--- src/rtl/a2d_scan_ctrl.sv ---
// Periodic multi-channel A2D scan controller.
// Converts each masked channel once per scan period and keeps the last result per channel.
module a2d_scan_ctrl #(
    parameter int PERIOD_W = 16,
    parameter int TO_W     = 10
) (
    input  logic                clk,
    input  logic                rst_n,
    input  logic                en,
    input  logic [7:0]          ch_mask,
    input  logic [PERIOD_W-1:0] scan_period,
    output logic                strt_cnv,
    output logic [2:0]          chnnl,
    input  logic                cnv_cmplt,
    input  logic [15:0]         res,
    input  logic [2:0]          rd_ch,
    output logic [11:0]         rd_data,
    output logic [7:0]          data_vld,
    output logic                scan_done,
    output logic                busy,
    output logic                to_err,
    input  logic                clr_err
);

    typedef enum logic [2:0] {IDLE, WAIT, START, CONV, NEXT} state_t;

    state_t              state_q, state_d;
    logic [PERIOD_W-1:0] per_q, per_d;
    logic [TO_W-1:0]     to_q, to_d;
    logic [7:0]          mask_q, mask_d;
    logic [2:0]          idx_q, idx_d;
    logic [2:0]          ch_q, ch_d;
    logic [7:0]          vld_q, vld_d;
    logic                err_q, err_d;
    logic [11:0]         result_q [8];
    logic                wr_en;
    logic                wrap;
    logic [7:0]          cand;
    logic                found;
    logic [2:0]          sel;
    logic                unused_res;

    assign unused_res = ^res[15:12];

    // Periods of 0 and 1 both wrap every clock, giving back-to-back scans.
    assign wrap = (scan_period <= PERIOD_W'(1)) ||
                  (per_q >= scan_period - PERIOD_W'(1));

    always_comb begin
        cand  = mask_q & (8'hFF << idx_q);
        found = 1'b0;
        sel   = 3'd0;
        for (int i = 7; i >= 0; i--) begin
            if (cand[i]) begin
                found = 1'b1;
                sel   = 3'(i);
            end
        end
    end

    always_comb begin
        state_d   = state_q;
        per_d     = per_q;
        to_d      = to_q;
        mask_d    = mask_q;
        idx_d     = idx_q;
        ch_d      = ch_q;
        vld_d     = vld_q;
        err_d     = err_q & ~clr_err;
        wr_en     = 1'b0;
        strt_cnv  = 1'b0;
        scan_done = 1'b0;

        if (en) per_d = wrap ? '0 : per_q + PERIOD_W'(1);

        unique case (state_q)
            IDLE: begin
                if (en) begin
                    state_d = START;
                    per_d   = '0;
                    mask_d  = ch_mask;
                    idx_d   = 3'd0;
                end
            end
            WAIT: begin
                if (!en) begin
                    state_d = IDLE;
                end else if (wrap) begin
                    state_d = START;
                    mask_d  = ch_mask;
                end
            end
            START: begin
                if (!en) begin
                    state_d = IDLE;
                end else if (found) begin
                    strt_cnv = 1'b1;
                    ch_d     = sel;
                    idx_d    = sel;
                    to_d     = '0;
                    state_d  = CONV;
                end else begin
                    state_d = NEXT;
                end
            end
            CONV: begin
                // A completion arriving on the last timeout clock still counts.
                if (cnv_cmplt) begin
                    wr_en        = 1'b1;
                    vld_d[ch_q]  = 1'b1;
                    mask_d[ch_q] = 1'b0;
                    state_d      = en ? START : IDLE;
                end else if (&to_q) begin
                    err_d        = 1'b1;
                    mask_d[ch_q] = 1'b0;
                    state_d      = en ? START : IDLE;
                end else begin
                    to_d = to_q + TO_W'(1);
                end
            end
            NEXT: begin
                scan_done = 1'b1;
                idx_d     = 3'd0;
                state_d   = en ? WAIT : IDLE;
            end
            default: state_d = IDLE;
        endcase
    end

    always_ff @(posedge clk or negedge rst_n) begin
        if (!rst_n) begin
            state_q <= IDLE;
            per_q   <= '0;
            to_q    <= '0;
            mask_q  <= '0;
            idx_q   <= '0;
            ch_q    <= '0;
            vld_q   <= '0;
            err_q   <= 1'b0;
        end else begin
            state_q <= state_d;
            per_q   <= per_d;
            to_q    <= to_d;
            mask_q  <= mask_d;
            idx_q   <= idx_d;
            ch_q    <= ch_d;
            vld_q   <= vld_d;
            err_q   <= err_d;
        end
    end

    always_ff @(posedge clk or negedge rst_n) begin
        if (!rst_n) begin
            for (int i = 0; i < 8; i++) result_q[i] <= '0;
        end else if (wr_en) begin
            result_q[ch_q] <= res[11:0];
        end
    end

    assign chnnl    = (state_q == START) ? sel : ch_q;
    assign busy     = (state_q == START) || (state_q == CONV) ||
                      (state_q == NEXT);
    assign data_vld = vld_q;
    assign to_err   = err_q;
    assign rd_data  = result_q[rd_ch];

endmodule

--- config.mk ---
export PLATFORM = sky130hd
export DESIGN_NAME = a2d_scan_ctrl
export DESIGN_NICKNAME = d
export VERILOG_FILES = /design/src/rtl/a2d_scan_ctrl.sv
export SDC_FILE = /design/constraint.sdc
export NUM_CORES = 1
export LEC_CHECK = 0
export ABC_AREA = 1
export BUFFER_PORTS_ARGS = -buffer_cell sky130_fd_sc_hd__buf_2
export CORE_ASPECT_RATIO = 0.9
export CORE_MARGIN = 8
export CORE_UTILIZATION = 45
export CTS_CLUSTER_SIZE = 25
export DETAILED_ROUTE_END_ITERATION = 10
export PLACE_DENSITY_LB_ADDON = 0.2
export SLEW_MARGIN = 20
export SYNTH_ARGS = -nofsm -noshare
export SYNTH_HDL_FRONTEND = slang
export SYNTH_SLANG_ARGS = --single-unit
--- constraint.sdc ---
create_clock -name clk -period 1.9 [get_ports clk]
set_clock_uncertainty 0.1 [all_clocks]
set_input_delay 0.19 -clock clk [delete_from_list [all_inputs] [get_ports clk]]
set_output_delay 0.19 -clock clk [all_outputs]
set_load 0.02 [all_outputs]
==> metrics.log <==
[metrics] DIE HEIGHT: between 100 and 150 um
[metrics] multi-input combinational cell area: roughly 4300 sq um
[metrics] GR Layer Usage met1: 27.05%
[metrics] kind of start point of the critical path: input pin
[metrics] PortBufs: 70
[metrics] failing checks: negative setup slack
[metrics] global-route wire length before repair: ~35000 um
[metrics] Num Clock Sinks: 148
[metrics] netlist area before placement: slightly below 8000 sq um
[metrics] synthesized area per cell: about 8 sq um
[metrics] Detailed Route WL: between 20000 and 25000 um
[metrics] final number of setup-violating endpoints: between 40 and 50
[metrics] number of nets in the synthesized netlist: between 1k and 1.5k
[metrics] root buffer selected by CTS: sky130_fd_sc_hd__clkbuf_16
[metrics] global route overflow: 0
[metrics] RSZ-0062 raised after global routing: yes
[metrics] total via count after detailed routing: around 7.5k
[metrics] clock tree from TritonCTS: yes
[metrics] register cell area after layout: 3704 sq um
[metrics] aggregate global-route resource usage: between 20% and 30%
[metrics] worst slew slack as a fraction of its limit: between 50% and 60%
[metrics] synthesized instance count: about 990
[metrics] maximum clock frequency: 436.0 MHz
[metrics] Die X-Extent: 155.5 um
[metrics] biggest fanout along the worst timing path: 5
[metrics] grt met3 use: just over 4%
[metrics] I/O pin total: between 70 and 80
[metrics] type of the setup path with the least slack: input pin to flip-flop
[metrics] number of fillers in the final layout: roughly 1.5k
[metrics] most used routing layer in global routing: met2
[metrics] Warnings, synthesis: 0
[metrics] status: finished with violations
[metrics] Post-synth EDFFs: 0
[metrics] total placed cells including tap cells: roughly 1.3k
[metrics] depth of the CTS H-tree: 4
[metrics] average detailed-routed wire length per instance: approximately 16 um
[metrics] count of state elements after synthesis: around 150
[metrics] post-route cell area: roughly 11000 sq um
[metrics] Switch Pwr: a little over 5000 uW
[metrics] share of synthesized area occupied by flip-flops and latches: 46.99%
[metrics] detailed-route DRC error count: 0
[metrics] Nets: about 1.2k
[metrics] number of clock buffers inserted by TritonCTS: 17
[metrics] data arrival at the endpoint of the critical path: about 2.5 ns
[metrics] highest-count cells in the layout ignoring fill and taps: 160 x sky130_fd_sc_hd__nand2_1, 148 x sky130_fd_sc_hd__dfrtp_1, 125 x sky130_fd_sc_hd__o21ai_0, 99 x sky130_fd_sc_hd__inv_1, 92 x sky130_fd_sc_hd__buf_4
[metrics] final HPWL from detailed placement: 14200 um
[metrics] number of antenna violations at the first check in global routing: 0
[metrics] Final min period: 2.294 ns
[metrics] Starting Density: ~45%
[metrics] total count of max-transition violations in the final report: 0
[metrics] initial DRC count: slightly below 600
[metrics] maximum number of pins on one net before global-route repair: 50
[metrics] leakage power: 0.005161 uW
[metrics] max_cap viols: 0
[metrics] worst hold slack after final layout: between 0.01 and 0.015 ns
[metrics] area of the die: roughly 22000 sq um
[metrics] power per unit of standard cell area: around 1200 nW/um^2
[metrics] Max clock buf depth: 2
[metrics] fraction of power spent switching nets: roughly 37%
[metrics] worst voltage drop across the vdd grid: between 1 and 1.5 mV
[metrics] insertion delay to the later sink of the worst-skew pair: roughly 0.43 ns
[metrics] final worst path period share: 120.7%
[metrics] endpoint required time on the critical path: between 2 and 2.5 ns
[metrics] Critical Path Sink Type: flip-flop
[metrics] clock network fraction of design power: around 25%
[metrics] vias in the first global route: about 6.9k
[metrics] Avg Vias per Cell: 5.246
[metrics] setup ws final: -0.3937 ns
[metrics] Clock transition at path regs: ~0.060 ns
[metrics] Post-synth top flop: sky130_fd_sc_hd__dfrtp_1
[metrics] remaining antenna violation count: 0
[metrics] fraction of layout cells with a size suffix above 1: between 30% and 40%
[metrics] worst hold path class: input pin to flip-flop
[metrics] number of detailed-routing iterations run before antenna repair: 5
[metrics] global placement routability congestion: between 0.8 and 0.9
[metrics] proportion of power drawn by combinational gates: a little under two fifths
[metrics] Core Rows: 46
[metrics] antenna cells: 0
[metrics] transition at the pin with the smallest max-transition slack: roughly 0.63 ns
[metrics] Int Pwr: 8548 uW
[metrics] met2 demand-to-capacity share in global routing: 32.37%
[metrics] Total Power: 13650 uW
[metrics] cell area after placement: ~9200 sq um
[metrics] Flop pwr share: between 30% and 40%
[metrics] most common cell after layout, fill and taps aside: sky130_fd_sc_hd__nand2_1
[metrics] Hold Vio Cnt, Final: 0
[metrics] proportion of synthesized flip-flops having asynchronous set or reset: 100.0%
[metrics] area growth from synthesis to layout: 40.16%
[metrics] Floorplan Core Area: 17380 sq um
[metrics] distinct cell type count after synthesis: approximately 40
[metrics] Post-Layout Cell Count: between 1k and 1.5k
[metrics] DP Worst Slack: -0.8509 ns
-- metal layers --
| metal | wire length (um) | vias to the layer above |
|---|---|---|
| met5 | 0 | - |
| met4 | 308 | 0 |
| met3 | 1337 | 25 |
| met2 | 11310 | 223 |
| met1 | 10460 | 3591 |
| li1 | - | 3631 |
-- layout make-up --
cell class / count / share of cell area (%)
Multi-Input combinational cell: 688 / 38.66
Sequential cell: 148 / 33.53
Timing Repair Buffer: 202 / 15.59
Inverter: 114 / 4.225
Clock buffer: 22 / 4.202
Tap cell: 240 / 2.718
Clock inverter: 10 / 1.087
-- critical path, stage by stage --
cell                       delay, ns
sky130_fd_sc_hd__buf_6          0.11
sky130_fd_sc_hd__inv_8          0.05
sky130_fd_sc_hd__ha_4           0.14
sky130_fd_sc_hd__nand2_4        0.06
sky130_fd_sc_hd__or3_4          0.41
sky130_fd_sc_hd__o21ai_2        0.11
sky130_fd_sc_hd__o21ai_1        0.08
sky130_fd_sc_hd__inv_1          0.09
sky130_fd_sc_hd__ha_4           0.21
sky130_fd_sc_hd__nand2_4        0.08
sky130_fd_sc_hd__o21bai_1       0.10
sky130_fd_sc_hd__nand2_1        0.08
sky130_fd_sc_hd__a21oi_2        0.13
sky130_fd_sc_hd__nand3_2        0.10
sky130_fd_sc_hd__nor2_4         0.20
sky130_fd_sc_hd__buf_6          0.16
sky130_fd_sc_hd__nand2_4        0.09
sky130_fd_sc_hd__o21ai_2        0.15
-- cells in the mapped netlist (3+ instances only) --
cell type / n / area, sq um
sky130_fd_sc_hd__clkbuf_1: 19 / 71.32
sky130_fd_sc_hd__nor4_4: 6 / 127.6
sky130_fd_sc_hd__nand4_1: 11 / 68.82
sky130_fd_sc_hd__or2_2: 6 / 37.54
sky130_fd_sc_hd__buf_2: 8 / 40.04
sky130_fd_sc_hd__o22ai_1: 8 / 50.05
sky130_fd_sc_hd__xor2_1: 18 / 157.7
sky130_fd_sc_hd__nand2_1: 194 / 728.2
sky130_fd_sc_hd__o21ai_0: 155 / 775.7
sky130_fd_sc_hd__o21ai_1: 5 / 25.02
sky130_fd_sc_hd__nor3_1: 18 / 90.09
sky130_fd_sc_hd__xnor2_1: 9 / 78.83
sky130_fd_sc_hd__dfrtp_1: 148 / 3704
sky130_fd_sc_hd__ha_1: 20 / 250.2
sky130_fd_sc_hd__nor2_1: 89 / 334.1
sky130_fd_sc_hd__inv_1: 109 / 409.1
sky130_fd_sc_hd__a21oi_1: 80 / 400.4
sky130_fd_sc_hd__a31oi_1: 13 / 81.33
sky130_fd_sc_hd__nand3_1: 33 / 165.2
sky130_fd_sc_hd__buf_1: 3 / 11.26
sky130_fd_sc_hd__nand2_2: 5 / 31.28
sky130_fd_sc_hd__buf_4: 5 / 37.54
sky130_fd_sc_hd__clkbuf_2: 3 / 15.01
sky130_fd_sc_hd__buf_6: 3 / 33.78
-- power groups by stage --
stage	sequential (uW)	clock, uW	combinational, uW
2_1_floorplan	4860	0	2650
3_3_place_gp	4930	0	3780
3_5_place_dp	4960	0	3860
4_1_cts	4930	3420	4360
5_1_grt	5190	3560	5770
6_report	5060	3380	5220
-- cell families (layout without fill, tap and decap cells) --
logic type                 Yosys count  count (layout)  share of synthesized area (%)
buffers and inverters              155             348                          8.112
AOI/OAI and AO/OA                  269             270                          17.73
adders and majority gates           20              20                          3.175
DFF                                148             148                          46.99
xor gates and xnor gates            27              27                          3.001
and+or+nand+nor                    369             371                          20.99
-- final timing paths --
path                                startpoint      endpoint  slack [ns]  cells past startpoint
min in group asynchronous                rst_n  result_q[64]        0.15                      2
worst max-delay path            scan_period[0]     flip-flop       -0.39                     18
max in group asynchronous                rst_n     mask_q[0]        0.93                      3
worst min-delay path                        en     flip-flop        0.01                      3
worst max register to register         to_q[0]     mask_q[5]       -0.25                     12
worst min register to register     data_vld[7]   data_vld[7]        0.36                      2
-- metrics by stage --
stage | TNS [ns] | utilization, %
final | -10.16 | 63.55
after global routing | -15.46 | 63.55
after CTS | -7.287 | 58.83
after detailed placement | -20.45 | 52.77
after global placement | -18.88 | 52.77
after floorplan | -10.16 | -
-- what timing repair did --
item	4_1_cts	5_1_grt
gates cloned	2	9
buffers inserted	17	7
hold endpoints to repair	166	0
setup endpoints to repair	31	121
hold buffers	15	0
resized for setup	57	176
pin swaps	30	39
Power figures use the tool's default switching activity.
